--- config.mk ---
export PLATFORM = sky130hd
export DESIGN_NAME = pc_fetch_unit
export DESIGN_NICKNAME = d
export VERILOG_FILES = /design/src/rtl/pc_fetch_unit_pkg.sv /design/src/rtl/pc_fetch_unit.sv
export SDC_FILE = /design/constraint.sdc
export NUM_CORES = 1
export LEC_CHECK = 0
export CAP_MARGIN = 20
export CORE_ASPECT_RATIO = 0.8
export CORE_MARGIN = 4
export CORE_UTILIZATION = 40
export DETAILED_ROUTE_END_ITERATION = 6
export PLACE_DENSITY = 0.68
export SLEW_MARGIN = 10
export SYNTH_ARGS = -nofsm -noshare
export SYNTH_HDL_FRONTEND = slang
export SYNTH_SLANG_ARGS = --single-unit
--- constraint.sdc ---
create_clock -name clk_i -period 1.8 [get_ports clk_i]
set_input_delay 0.27 -clock clk_i [delete_from_list [all_inputs] [get_ports clk_i]]
set_output_delay 0.27 -clock clk_i [all_outputs]
set_load 0.02 [all_outputs]
--- src/rtl/pc_fetch_unit_pkg.sv ---
// Shared constants and next-PC selector encoding for the IF-stage program counter.
package pc_fetch_unit_pkg;

    localparam logic        RST_ENABLE   = 1'b1;
    localparam logic        CHIP_ENABLE  = 1'b1;
    localparam logic        CHIP_DISABLE = 1'b0;
    localparam int          INST_ADDR_W  = 32;
    localparam logic [31:0] ZERO_WORD    = 32'h0000_0000;
    localparam logic [31:0] PC_STEP      = 32'd4;
    localparam logic [31:0] RESET_PC_DEF = 32'h0000_0000;

    // Which source the PC register loads on the next edge.
    typedef enum logic [2:0] {
        SEL_HOLD,
        SEL_FLUSH,
        SEL_PEND_SET,
        SEL_BRANCH,
        SEL_PEND_TAKE,
        SEL_SEQ
    } pc_sel_e;

endpackage

--- src/rtl/pc_fetch_unit.sv ---
// IF-stage program counter: sequential fetch, stall hold, branch and flush redirect,
// with a pending-branch register so a redirect seen under stall is not lost.
module pc_fetch_unit
    import pc_fetch_unit_pkg::*;
#(
    parameter logic [31:0] RESET_PC = RESET_PC_DEF,
    parameter int          ADDR_W   = INST_ADDR_W
) (
    input  logic              clk_i,
    input  logic              rst_i,
    input  logic              stall_i,
    input  logic              flush_i,
    input  logic [ADDR_W-1:0] new_pc_i,
    input  logic              branch_flag_i,
    input  logic [ADDR_W-1:0] branch_target_i,
    output logic [ADDR_W-1:0] pc_o,
    output logic [ADDR_W-1:0] inst_addr_o,
    output logic              ce_o,
    output logic              pc_misaligned_o
);

    logic [ADDR_W-1:0] pc_q, pc_d;
    logic              ce_q, ce_d;
    logic              pend_valid_q, pend_valid_d;
    logic [ADDR_W-1:0] pend_target_q, pend_target_d;
    pc_sel_e           pc_sel;

    // The enabling edge after reset only raises ce; redirects wait until ce is already 1.
    always_comb begin
        pc_sel = SEL_HOLD;
        if (ce_q != CHIP_ENABLE)        pc_sel = SEL_HOLD;
        else if (flush_i)               pc_sel = SEL_FLUSH;
        else if (stall_i && branch_flag_i) pc_sel = SEL_PEND_SET;
        else if (stall_i)               pc_sel = SEL_HOLD;
        else if (branch_flag_i)         pc_sel = SEL_BRANCH;
        else if (pend_valid_q)          pc_sel = SEL_PEND_TAKE;
        else                            pc_sel = SEL_SEQ;
    end

    // NOTE: every next-state signal gets a default first so no path infers a latch.
    always_comb begin
        pc_d          = pc_q;
        ce_d          = CHIP_ENABLE;
        pend_valid_d  = pend_valid_q;
        pend_target_d = pend_target_q;
        unique case (pc_sel)
            SEL_FLUSH: begin
                pc_d         = new_pc_i;
                pend_valid_d = 1'b0;
            end
            SEL_PEND_SET: begin
                pend_valid_d  = 1'b1;
                pend_target_d = branch_target_i;
            end
            SEL_BRANCH: begin
                pc_d         = branch_target_i;
                pend_valid_d = 1'b0;
            end
            SEL_PEND_TAKE: begin
                pc_d         = pend_target_q;
                pend_valid_d = 1'b0;
            end
            SEL_SEQ:  pc_d = pc_q + ADDR_W'(PC_STEP);
            default:  pc_d = pc_q;
        endcase
    end

    // NOTE: sequential state uses non-blocking assignments only; pend_target is reset
    // too so an unused pending slot never carries X.
    always_ff @(posedge clk_i) begin
        if (rst_i == RST_ENABLE) begin
            ce_q          <= CHIP_DISABLE;
            pc_q          <= ADDR_W'(RESET_PC);
            pend_valid_q  <= 1'b0;
            pend_target_q <= ADDR_W'(ZERO_WORD);
        end else begin
            ce_q          <= ce_d;
            pc_q          <= pc_d;
            pend_valid_q  <= pend_valid_d;
            pend_target_q <= pend_target_d;
        end
    end

    assign pc_o            = pc_q;
    assign inst_addr_o     = {2'b00, pc_q[ADDR_W-1:2]};
    assign ce_o            = ce_q;
    assign pc_misaligned_o = (ce_q == CHIP_ENABLE) && (pc_q[1:0] != 2'b00);

endmodule

Word-level counts from Yosys, hierarchy flattened
Cells that the tools add are included.

Input bits: 69. Word-level logic and storage cells: 25. Output and inout port bits: 66. Register bits: 66.

Mux-type cells: 9. Equality and inequality tests: 5. Reductions and logical operators: 6. $add $sub $neg: 1.

Operators by type and width (number): 32-bit case mux with 4 select lines (1); 32-bit by 3-bit adder with 32-bit output, second input constant (1); 3-bit 2-to-1 mux (5); 3-bit by 2-bit equality test with 1-bit output, second input constant (2); 3-bit equality test, second input constant (2); 2-bit nonzero test (2); 4-bit nonzero test (1); 3-bit by 1-bit equality test with 1-bit output, second input constant (1); 3-bit OR reduction (1); 1-bit logical AND (2); 1-bit 2-to-1 mux (2); 1-bit case mux with 2 select lines (1).

Logic depth before layout (Yosys ltp)
Gate-level depths: netlist (run 1).

Depth after elaboration: 9. Gate-level depth with buffers: 8. Mapped depth without buffers: 6.

Worst setup path before layout (run 1)
OpenSTA, ideal clock, no wires.

Path type: reg-to-reg. Start: reg pc_q[2], in the netlist pc_o[2]. End: reg pc_q[12], in the netlist pc_o[12]. Arrival: 1697 ps. Setup time: 132 ps. Path slack: -29 ps. Buffers on the path: 1. Data required time: 1668 ps. Stages on the path, launching flop included: 8. Period minus slack after synthesis: 1829 ps. Path through: dfxtp_1 ha_1 and3_1 clkbuf_1 nand4_1 xnor2_1 a221oi_1 nor3_1.

Word-level cells in the longest chain between the ends: 2.

RTL lines: from (decl) (RTL line pc_fetch_unit.sv:22) `logic [ADDR_W-1:0] pc_q, pc_d;`; from (signal assigned) (RTL line pc_fetch_unit.sv:73) `pc_q <= ADDR_W'(RESET_PC);`; from (signal assigned) (RTL line pc_fetch_unit.sv:78) `pc_q <= pc_d;`; 32-bit by 3-bit adder with 32-bit output (RTL line pc_fetch_unit.sv:63) `SEL_SEQ: pc_d = pc_q + ADDR_W'(PC_STEP);`; 32-bit case mux with 4 select lines (RTL line pc_fetch_unit.sv:46) `unique case (pc_sel)`.

No other way between the ends. A chain may end at the register's enable or synchronous reset.

Worst setup path after layout (run 1)
Start: in stall_i. End: reg pc_q[25], in the netlist pc_o[25].

Word-level cells in the longest chain between the ends: 6. Elaborated cells on any way between the ends: 11. Those cells by class: eq/ne (4); mux (5); reduce/logical (2).

RTL lines: from (decl) (RTL line pc_fetch_unit.sv:11) `input logic stall_i,`; 3-bit 2-to-1 mux or 1-bit logical AND (tied branches) (RTL line pc_fetch_unit.sv:34, pc_fetch_unit.sv:33); 3-bit 2-to-1 mux * (RTL line pc_fetch_unit.sv:33) `else if (stall_i && branch_flag_i) pc_sel = SEL_PEND_SET;`; 3-bit 2-to-1 mux * (RTL line pc_fetch_unit.sv:32) `else if (flush_i) pc_sel = SEL_FLUSH;`; 3-bit 2-to-1 mux * (RTL line pc_fetch_unit.sv:31) `if (ce_q != CHIP_ENABLE) pc_sel = SEL_HOLD;`; 3-bit equality test (tied with other cells) (RTL line pc_fetch_unit.sv:46); 32-bit case mux with 4 select lines or 4-bit nonzero test (tied branches).

Every way passes the cells marked *; elsewhere a longest branch is shown, timed or not.

==> results of run 1 <==
timing repair:
action | in CTS | in global routing
resized for setup | 6 | 29
pin swaps | 0 | 3
endpoints found under the setup margin | 5 | 33
buffers inserted | 0 | 1
layer usage:
layer | share of wire, % | vias to the layer above
met5 | 0 | -
met4 | 1.7 | 0
met3 | 8.3 | 17
met2 | 45 | 221
met1 | 45 | 2302
li1 | - | 2286
state kept, by name, summed over array words and instances (netlist names):
register	count
ce_o	1
pc_o	32
pend_target_q	32
pend_valid_q	1
path summary, 6_finish.rpt:
kind,endpoint,depth (start not counted)
hold / removal,pend_target_q[4]$_SDFFE_PP0N_,2
hold reg to reg,pend_target_q[4]$_SDFFE_PP0N_,2
setup reg to reg,pc_o[31]$_SDFFE_PP0N_,6
setup / recovery,pc_o[25]$_SDFFE_PP0N_,8
worst max-delay path: stages:
cell and delay [ns]:
clkdlybuf4s50_1 0.45, buf_4 0.17, nand2b_1 0.16, a31oi_1 0.14, buf_4 0.17, a221o_1 0.31, a22oi_1 0.21, o21ai_0 0.12
metrics by stage:
step,hold slack [ns],instance area [um^2],setup slack [ns],util (%)
6_report,0.4579,6277,-0.001322,64.52
5_1_grt,0.4733,6277,-0.01282,64.52
4_1_cts,0.4578,6178,0.002613,63.50
3_5_place_dp,0.4488,5816,-0.3676,59.77
3_3_place_gp,0.4411,5816,-0.3111,59.77
2_1_floorplan,0.4060,4048,0.01720,-
power breakdown:
| group | leakage (nW) | switching [mW] | total, mW | internal (mW) |
|---|---|---|---|---|
| logic | 1.79 | 0.566 | 1.14 | 0.573 |
| registers | 0.542 | 0.0907 | 1.63 | 1.54 |
| clock network | 0.167 | 0.717 | 2.08 | 1.37 |
| total | 2.50 | 1.37 | 4.86 | 3.48 |
area by class of cell:
type                    count  area, um^2  area share (%)
inverters                  10       37.54          0.5980
clock inverters             7       123.9           1.973
clock buffers               9       225.2           3.588
well taps                 136       170.2           2.711
flip-flops and latches     66        1330           21.19
repair buffers            221        2034           32.41
multi-input cells         405        2356           37.53
cell families after synthesis:
kind of cell | Yosys count
buffers and inverters | 80
DFF | 66
muxes | 2
and+or+nand+nor | 236
xor gates and xnor gates | 14
adders and majority gates | 1
AOI/OAI and AO/OA | 150
other | 1
placed cells by master, fill, tap and decap left out, drive strengths merged, types with 10 or more instances in the layout:
| cell type | instances |
|---|---|
| a21oi | 49 |
| o21ai | 28 |
| dlymetal6s2s | 14 |
| nand3 | 37 |
| o22ai | 11 |
| clkdlybuf4s50 | 116 |
| nand2 | 117 |
| xnor2 | 10 |
| dfxtp | 66 |
| and3 | 10 |
| nand4 | 10 |
| inv | 13 |
| nor2 | 17 |
| buf | 89 |
==> reports/results.ini, run 1 <==
[synth]
synth-xor-area-share_pct = 3.036
synth_cell_type_count = 61
yosysTopAreaCell = dfxtp_1
syn-cell-area_mm2 = 0.004039
synth_compound_area_share_pct = 23.95
synthMuxAreaShare_pct = 0.4957
synth-simple-area-share_pct = 28.66
synth_most_common_cell = nand2_1
synth_flop_cell = dfxtp_1
synth_top_area_share_pct = 32.71
ys_ff_latch = 66
synth_top_family_by_area = simple AND/OR/NAND/NOR gates
synthAdderAreaFrac_pct = 0.3098
synth_area_leaders = dfxtp_1 33%, nand2_1 11%, buf_4 6.1%, a21oi_1 6.1%, nand3_1 4.5%
synthArstFlopShare_pct = 0
synth.avg_cell_area_um2 = 7.343
yosys-top-cells-count = 117 x nand2_1, 66 x dfxtp_1, 49 x a21oi_1, 36 x nand3_1, 33 x buf_4
synth-edff-count = 0
ys_warn_count = 0
syn_inst = 550
synth_seq_area_share_pct = 32.71

[clock_tree]
hold_buffers = 0
numCtsBuffers = 9
cts_buffer_depth = 2
cts.sinks = 66
h-tree-depth = 3
cts_tree = yes
clk_pin_slew_worst_paths_ns = 0.06
clock-root-buffer = clkbuf_16
worstSkewPairLatency_ns = 0.33

[detailed_routing]
drt_iter0_markers = 364
ant_nets = 0
num_vias = 4826
via_per_inst = 5.651
wl_mm = 15.41
drcViolationCount = 0
first_pass_iters = 5
wl_per_cell_um = 18.04

[cells_and_area]
drive_gt1_share_pct = 18.52
syn_to_final_growth_pct = 55.42
diodes = 0
layout.cells.non_filler = 854
fill_cells = 843
num-nets-final = 783

[timing]
hold_violations = 0
fin_crit_sh_pct = 100.1
setup_viol = 1
slew_viol_final = 0
fin_tns_setup_ns = -0.001322
fin_skew_ns = 0.008968
finalCriticalPeriod_ns = 1.801
worst_slack_ns = -0.001322
fmax_mhz = 555.1

[critical_path]
cp.arrival_ns = 2.01
crit_start = stall_i
r2r_start = pc_o[2]$_SDFFE_PP0N_
cp_max_fo = 5
worstSetupEndpointType = flip-flop
critPathKind = in2reg
cp-start-kind = input pin
cp_data_required_time_ns = 2.01
r2r_slack_ns = 0.06

[placement]
dpl.hpwl_mm = 11.82
place_inst = 837
gp_congestion = 0.9413
portBuffers = 132

[floorplanning]
io_pins = 135
core_area_mm2 = 0.009729
initial_core_util_pct = 41.51
die_w_um = 120.3
die_h_um = 97.88
std_cell_rows = 32
design.die.area_mm2 = 0.01178

[job]
max_cap_violations = 0

[worst_hold_path]
hp-class = reg2reg
hold_start = pend_target_q[4]$_SDFFE_PP0N_

[global_routing]
grt_max_degree = 26
grtUsageTotal_pct = 25.36
grt_use_met1_pct = 35.85
grt_pass1_vias = 4560
grt_pass1_wl_mm = 23.88
gr-total-overflow = 0
gr-usage-met3_pct = 4.922
grtUsageMet2_pct = 39.38
top_usage_layer = met2
antenna_found_initial = 0

[pwr]
pwr_density_cell_mw_per_mm2 = 773.8
power.total_mw = 4.857
leakagePower_nw = 2.499
ir_drop_uv = 552.5

[outcome]
status = finished, violations left
violations = negative setup slack

No activity file was read; power rests on OpenSTA's default activity.
==> inputs of run 2 (changes only) <==
--- a/config.mk
+++ b/config.mk
@@ -11,7 +11,7 @@
 export CORE_UTILIZATION = 40
 export DETAILED_ROUTE_END_ITERATION = 6
 export PLACE_DENSITY = 0.68
-export SLEW_MARGIN = 10
+export SLEW_MARGIN = 20
 export SYNTH_ARGS = -nofsm -noshare
 export SYNTH_HDL_FRONTEND = slang
 export SYNTH_SLANG_ARGS = --single-unit
==> results of run 2 <==
Final layout, timing and power as in run 1 (identical DEF).
